`config.mk`:
```
export PLATFORM = sky130hd
export DESIGN_NAME = id_ex_stage
export DESIGN_NICKNAME = d
export VERILOG_FILES = /design/src/rtl/id_ex_stage_pkg.sv /design/src/rtl/id_ex_entry.sv /design/src/rtl/id_ex_stage.sv
export SDC_FILE = /design/constraint.sdc
export NUM_CORES = 1
export LEC_CHECK = 0
export BUFFER_PORTS_ARGS = -buffer_cell sky130_fd_sc_hd__buf_2
export CORE_AREA = 2 2 116 118
export DETAILED_ROUTE_END_ITERATION = 10
export DIE_AREA = 0 0 118 120
export GPL_TIMING_DRIVEN = 0
export PLACE_DENSITY = 0.8
export SLEW_MARGIN = 10
export SYNTH_ARGS = -nofsm -noshare
export SYNTH_HDL_FRONTEND = slang
export SYNTH_HIERARCHICAL = 1
export SYNTH_SLANG_ARGS = --single-unit
```
`constraint.sdc`:
```
create_clock -name clk -period 1.95 [get_ports clk]
set_input_delay 0.39 -clock clk [delete_from_list [all_inputs] [get_ports clk]]
set_output_delay 0.39 -clock clk [all_outputs]
set_load 0.01 [all_outputs]
```
`src/rtl/id_ex_stage_pkg.sv`:
```
// id_ex_stage_pkg: shared types for the ID/EX pipeline register.
// Holds the control-word layout (10 bits), data width (32), register-index
// width (5), the stage state encoding and the bubble helper.
package id_ex_stage_pkg;

  localparam int unsigned CTRL_W = 10;
  localparam int unsigned DATA_W = 32;
  localparam int unsigned REG_W  = 5;

  // Control word, MSB first: {aluOp[2:0], amemToReg, regWrite, amemToWrite,
  // branch, ALUSrc, amemToRead, regDist}.
  typedef struct packed {
    logic [2:0] alu_op;
    logic       mem_to_reg;
    logic       reg_write;
    logic       mem_to_write;
    logic       branch;
    logic       alu_src;
    logic       mem_to_read;
    logic       reg_dist;
  } ctrl_t;

  typedef enum logic [1:0] {
    ST_EMPTY = 2'd0,
    ST_FULL  = 2'd1,
    ST_SKID  = 2'd2
  } state_e;

  // One decode-to-execute bundle.
  typedef struct packed {
    ctrl_t             ctrl;
    logic [DATA_W-1:0] rd1;
    logic [DATA_W-1:0] rd2;
    logic [DATA_W-1:0] imm;
    logic [DATA_W-1:0] pc4;
    logic [REG_W-1:0]  rt;
    logic [REG_W-1:0]  rd;
  } bundle_t;

  // Strip every side-effecting bit so an idle stage looks like a bubble.
  function automatic ctrl_t bubble_ctrl(input ctrl_t c);
    ctrl_t r;
    r              = c;
    r.reg_write    = 1'b0;
    r.mem_to_write = 1'b0;
    r.mem_to_read  = 1'b0;
    r.branch       = 1'b0;
    return r;
  endfunction

endpackage

```
`src/rtl/id_ex_entry.sv`:
```
// id_ex_entry: one bundle register with load enable and clear.
// Ports: clk, rst (sync, active-high), clear (sync zero), load, d, q.
module id_ex_entry
  import id_ex_stage_pkg::*;
(
  input  logic    clk,
  input  logic    rst,
  input  logic    clear,
  input  logic    load,
  input  bundle_t d,
  output bundle_t q
);

  always_ff @(posedge clk) begin
    if (rst || clear) begin
      q <= '0;
    end else if (load) begin
      q <= d;
    end
  end

endmodule

```
`src/rtl/id_ex_stage.sv`:
```
// id_ex_stage: ID/EX pipeline register with valid/ready handshake and flush.
// Ports: clk, rst (sync, active-high); decode side in_valid/in_ready and the
// bundle inputs ctrl_in, rd1_in, rd2_in, imm_in, pc4_in, rt_in, rd_in;
// flush; execute side out_valid/out_ready and the matching *_out bundle.
// Build option: define ID_EX_SKID_EN for a two-entry skid buffer with a
// registered in_ready; otherwise a single register with combinational in_ready.
module id_ex_stage
  import id_ex_stage_pkg::*;
(
  input  logic              clk,
  input  logic              rst,
  input  logic              in_valid,
  output logic              in_ready,
  input  logic [CTRL_W-1:0] ctrl_in,
  input  logic [DATA_W-1:0] rd1_in,
  input  logic [DATA_W-1:0] rd2_in,
  input  logic [DATA_W-1:0] imm_in,
  input  logic [DATA_W-1:0] pc4_in,
  input  logic [REG_W-1:0]  rt_in,
  input  logic [REG_W-1:0]  rd_in,
  input  logic              flush,
  output logic              out_valid,
  input  logic              out_ready,
  output logic [CTRL_W-1:0] ctrl_out,
  output logic [DATA_W-1:0] rd1_out,
  output logic [DATA_W-1:0] rd2_out,
  output logic [DATA_W-1:0] imm_out,
  output logic [DATA_W-1:0] pc4_out,
  output logic [REG_W-1:0]  rt_out,
  output logic [REG_W-1:0]  rd_out
);

  bundle_t bundle_in;
  bundle_t main_d;
  bundle_t main_q;
  logic    load_main;
  logic    in_xfer;
  logic    out_xfer;
  logic    out_valid_q;

  assign bundle_in = {ctrl_in, rd1_in, rd2_in, imm_in, pc4_in, rt_in, rd_in};

`ifdef ID_EX_SKID_EN
  state_e  state;
  logic    in_ready_q;
  logic    load_skid;
  bundle_t skid_q;

  assign in_ready = in_ready_q;
  assign in_xfer  = in_valid && in_ready_q;
  assign out_xfer = out_valid_q && out_ready;

  // Entry load enables; the skid entry drains into the output register.
  always_comb begin
    load_main = 1'b0;
    load_skid = 1'b0;
    main_d    = bundle_in;
    if (!flush) begin
      case (state)
        ST_EMPTY: load_main = in_xfer;
        ST_FULL: begin
          if (in_xfer) begin
            load_main = out_xfer;
            load_skid = !out_xfer;
          end
        end
        ST_SKID: begin
          if (out_xfer) begin
            load_main = 1'b1;
            main_d    = skid_q;
          end
        end
        default: ;
      endcase
    end
  end

  // Occupancy FSM; flush outranks everything except reset.
  always_ff @(posedge clk) begin
    if (rst || flush) begin
      state       <= ST_EMPTY;
      out_valid_q <= 1'b0;
      in_ready_q  <= 1'b1;
    end else begin
      case (state)
        ST_EMPTY: begin
          if (in_xfer) begin
            state       <= ST_FULL;
            out_valid_q <= 1'b1;
          end
        end
        ST_FULL: begin
          if (in_xfer && !out_xfer) begin
            state      <= ST_SKID;
            in_ready_q <= 1'b0;
          end else if (!in_xfer && out_xfer) begin
            state       <= ST_EMPTY;
            out_valid_q <= 1'b0;
          end
        end
        ST_SKID: begin
          if (out_xfer) begin
            state      <= ST_FULL;
            in_ready_q <= 1'b1;
          end
        end
        default: begin
          state       <= ST_EMPTY;
          out_valid_q <= 1'b0;
          in_ready_q  <= 1'b1;
        end
      endcase
    end
  end

  id_ex_entry u_skid (
    .clk   (clk),
    .rst   (rst),
    .clear (flush),
    .load  (load_skid),
    .d     (bundle_in),
    .q     (skid_q)
  );
`else
  assign in_ready  = !out_valid_q || out_ready;
  assign in_xfer   = in_valid && in_ready;
  assign out_xfer  = out_valid_q && out_ready;
  assign load_main = in_xfer && !flush;
  assign main_d    = bundle_in;

  // A new bundle replaces the departing one in the same cycle.
  always_ff @(posedge clk) begin
    if (rst || flush) begin
      out_valid_q <= 1'b0;
    end else if (in_xfer) begin
      out_valid_q <= 1'b1;
    end else if (out_xfer) begin
      out_valid_q <= 1'b0;
    end
  end
`endif

  // Output register keeps its data across a flush; only reset zeroes it.
  id_ex_entry u_main (
    .clk   (clk),
    .rst   (rst),
    .clear (1'b0),
    .load  (load_main),
    .d     (main_d),
    .q     (main_q)
  );

  assign out_valid = out_valid_q;
  assign ctrl_out  = out_valid_q ? main_q.ctrl : bubble_ctrl(main_q.ctrl);
  assign rd1_out   = main_q.rd1;
  assign rd2_out   = main_q.rd2;
  assign imm_out   = main_q.imm;
  assign pc4_out   = main_q.pc4;
  assign rt_out    = main_q.rt;
  assign rd_out    = main_q.rd;

endmodule

```
---- Yosys cells after proc, flatten, opt, wreduce, memory -nomap -nowiden ----
Index checks and enable logic that the tools add are counted.
word-level totals
  logic and storage cells ................. 26
  output and inout bits ................... 150
  register bits after elaboration ......... 149
  bits of input ports ..................... 153
cells by class
  reductions and logical operators ........ 8
  multiplexer cells ....................... 3
operator list
  cell                number
  2-to-1 mux 6 bit    1
  logical AND 1 bit   3
  logical NOT 1 bit   2
  logical OR 1 bit    2
  2-to-1 mux 1 bit    2
  nonzero test 2 bit  1

---- Longest topological paths before layout ----
  depth in word-level cells ............... 4
  gate-level depth with buffers ........... 7
  depth with buffers taken out ............ 4

---- Hierarchy ----
Netlist, hierarchy kept.
modules (own cells, without submodules)
  module       sequential area each (um2)  instances  area each (um2)  cells each
  id_ex_entry  2962.8                      1          5358.9           479
  id_ex_stage  20.0                        1          81.3             10

---- Worst setup path before layout ----
OpenSTA, ideal clock, no wires.
  path type ............................... input to register
  from .................................... input port out_ready
  to ...................................... register u_main/q[100] in the netlist's numbering
  path buffers ............................ 3
  data arrival time ....................... 1.392 ns
  stages on the path ...................... 7
  path slack .............................. 0.443 ns
  data required time ...................... 1.836 ns
  cell sequence ........................... nand2b_2 > nor3b_1 > buf_2 > buf_6 > buf_6 > mux2i_1 > nor2_1
on the way
  word-level cells in the longest chain between the ends .. 3
RTL lines
  what                    RTL line            source
  start: declaration      id_ex_stage.sv:23   input logic out_ready,
  logical OR 1 bit        id_ex_stage.sv:125  assign in_ready = !out_valid_q || out_ready;
  logical AND 1 bit       id_ex_stage.sv:126  assign in_xfer = in_valid && in_ready;
  logical AND 1 bit       id_ex_stage.sv:128  assign load_main = in_xfer && !flush;
  via load_main           id_ex_stage.sv:36   logic load_main;
  end signal: assignment  id_ex_entry.sv:16   q <= '0;
  end signal: assignment  id_ex_entry.sv:18   q <= d;
  end: declaration        id_ex_entry.sv:11   output bundle_t q
The timed path passes the listed nets, and every way through them passes these cells.
A chain may end at the register's enable or synchronous reset.

---- Worst setup path in the final report ----
  from .................................... register out_valid_q (netlist: out_valid)
  to ...................................... register u_main/q[84] in the netlist's numbering
on the way
  word-level cells in the longest chain between the ends .. 4
RTL lines
  what                      RTL line            source
  start: declaration        id_ex_stage.sv:39   logic out_valid_q;
  start signal: assignment  id_ex_stage.sv:134  out_valid_q <= 1'b0;
  start signal: assignment  id_ex_stage.sv:136  out_valid_q <= 1'b1;
  start signal: assignment  id_ex_stage.sv:138  out_valid_q <= 1'b0;
  logical NOT 1 bit         id_ex_stage.sv:125
  logical OR 1 bit          id_ex_stage.sv:125
  logical AND 1 bit         id_ex_stage.sv:126
  logical AND 1 bit         id_ex_stage.sv:128
  via load_main             id_ex_stage.sv:36
The timed path passes the listed nets, and every way through them passes these cells.

==> metrics <==
antenna-violating nets left=0; Post-Route Utilization=0.599; Pwr Total=7.13 mW; placement row count=42; FF-to-FF End=u_main/q[84]; Root Buffer Master=clkbuf_16; worst-case reg-to-reg path depth=7; first-pass GRT wire length=21,000 um; Die X=118 um; setup slack, reg-to-reg=0.28 ns; Sequential Area=2980 sq um; Max Root-Sink Buffers=2; Crit Path Class=reg -> reg; initial antenna violation count=0; Max Cap Viol=0; Hold Crit Depth=2; yosys warns=6; vias post-DR=4,488; Fin. Hold Viols=0; GRT Total Usage=0.186; fraction of layout cells with a size suffix above 1=0.446; register area share after synthesis=0.548; Pleak=3.79 nW; mean routed wirelength per cell=13.2 um; Final Skew=0.00676 ns; outcome=finished, final reports clean; CP max FO=10; # diodes=0; grt ovf=0; Max Freq=600 MHz; commonest non-fill, non-tap cell in the layout=buf_2; Die H=120 um; Hold Crit Class=in -> reg; Yosys cell types=14; RSZ-0062 raised after global routing=false; CTS sink cnt=149; Final HPWL DP=9940 um; routability cong.=0.785; # nets final=963; Mean Syn Cell Area=11.1 sq um; leading post-synthesis cells by cell area=dfxtp_1, mux2i_1, nor2_1, buf_6, and2_1; Tmin final=1.67 ns; multi-input logic area=2100 sq um; Final Max Tran Viols=0; CTS resizes=0; most frequent cells in the layout=buf_2, dfxtp_1, mux2i_1, nor2_1, buf_6; vias in the first global route=4,505; r2r startpoint=out_valid; Critical Path Sink Type=flop; Post-DP Area=7170 sq um; Crit path required time=2.25 ns; synthesized flop and latch total=149; worst vdd ir=0.000461 V; final setup violation count=0; Arr. time, crit path=1.97 ns; Core ar.=13,000 sq um; Sum Neg Setup Slack=0 ns; CTS tree=yes; Mapped Area=5440 sq um; TritonRoute pass-1 iters=4; drt initial violations=234; Post-CTS Repair Setup Buffers=0; cts bufs inserted=17; Layout Area Growth over Synthesis=43.0%; leading area contributor after synthesis=dfxtp_1; drt drc=0; Routed WL=13,200 um; Mapped Cells=489; Hold Path Origin=flush; WHS Endpoint=out_valid; largest net degree at the start of global routing=17; startpoint types=flop; Post-CTS Hold Buffers=0; Synthesized Nets=642; Synth top area share=0.548; Initial Util=0.419; Worst-path clk slew=0.06 ns; number of fill cells=1,172; clock latency on the worst-skew pair=0.41 ns; # IOs=303; die area=14,200 sq um; design area=7780 sq um; IO buf count=302; vias per cell=4.49; Final period util=0.855; H-tree depth=4; pwr/cell area=916 nW/um^2
[layout make-up]
class                           count  area share
Clock inverter                     12      0.0195
Buffer                             34      0.0454
Timing Repair Buffer              302       0.194
Multi-Input combinational cell    305       0.270
Tap cell                          176      0.0283
Inverter                            1    0.000482
Clock buffer                       20      0.0587
Sequential cell                   149       0.383
[per-stage QoR]
step | cells | setup slack, ns | hold slack (ns)
after detailed placement | 967 | 0.164 | 0.475
after CTS | 999 | 0.258 | 0.129
final | 999 | 0.284 | 0.153
after global routing | 999 | 0.165 | 0.129
after global placement | 967 | 0.202 | 0.467
after floorplan | 489 | 0.443 | 0.452
[state kept, by name, summed over array words and instances (netlist names)]
name and cells:
out_valid 1, u_main/q 148
[synth_stat cells]
library cell and count:
a211oi_2 1, and2_1 4, buf_2 3, buf_6 28, buf_8 1, clkbuf_1 2
conb_1 1, dfxtp_1 149, inv_1 1, mux2i_1 148, nand2b_2 1, nor2_1 148
nor3b_1 1, or2_1 1
[cells by family (layout without fill, tap and decap cells)]
| family | after synthesis | count (layout) | share of synthesized area |
|---|---|---|---|
| AND/OR/NAND/NOR | 155 | 155 | 0.111 |
| multiplexers | 148 | 148 | 0.272 |
| buffers and inverters | 35 | 369 | 0.0655 |
| other | 1 | 1 | 0.000689 |
| flip-flops | 149 | 149 | 0.548 |
| AO/OA/AOI/OAI | 1 | 1 | 0.00230 |
[per-layer routing]
metal | part of all wire | up-vias | track usage
met3 | 0.073 | 33 | 0.0566
met5 | 0 | - | 0
met1 | 0.41 | 2007 | 0.210
met4 | 0.030 | 0 | 0.0994
met2 | 0.49 | 194 | 0.316
li1 | - | 2254 | -
[report_power, final]
part	internal [mW]	switching (mW)
clock network	2.08	1.24
registers	3.11	0.0324
logic	0.350	0.311
[critical path: stages, from the launching register on]
cell      delay (ns)
dfxtp_1         0.35
nand2b_2        0.12
nor3b_1         0.18
buf_2           0.18
buf_6           0.20
buf_6           0.20
mux2i_1         0.25
nor2_1          0.07
[worst max-delay path by stage]
| stage | from | end | slack [ns] |
|---|---|---|---|
| after floorplan | out_ready | u_main/q[100] | 0.44 |
| after global placement | out_ready | u_main/q[72] | 0.20 |
| after detailed placement | out_ready | u_main/q[110] | 0.16 |
| after global routing | out_valid | u_main/q[29] | 0.16 |
| after CTS | out_valid | u_main/q[84] | 0.26 |
| final | out_valid | u_main/q[84] | 0.28 |
No activity file was read; power rests on OpenSTA's default activity.
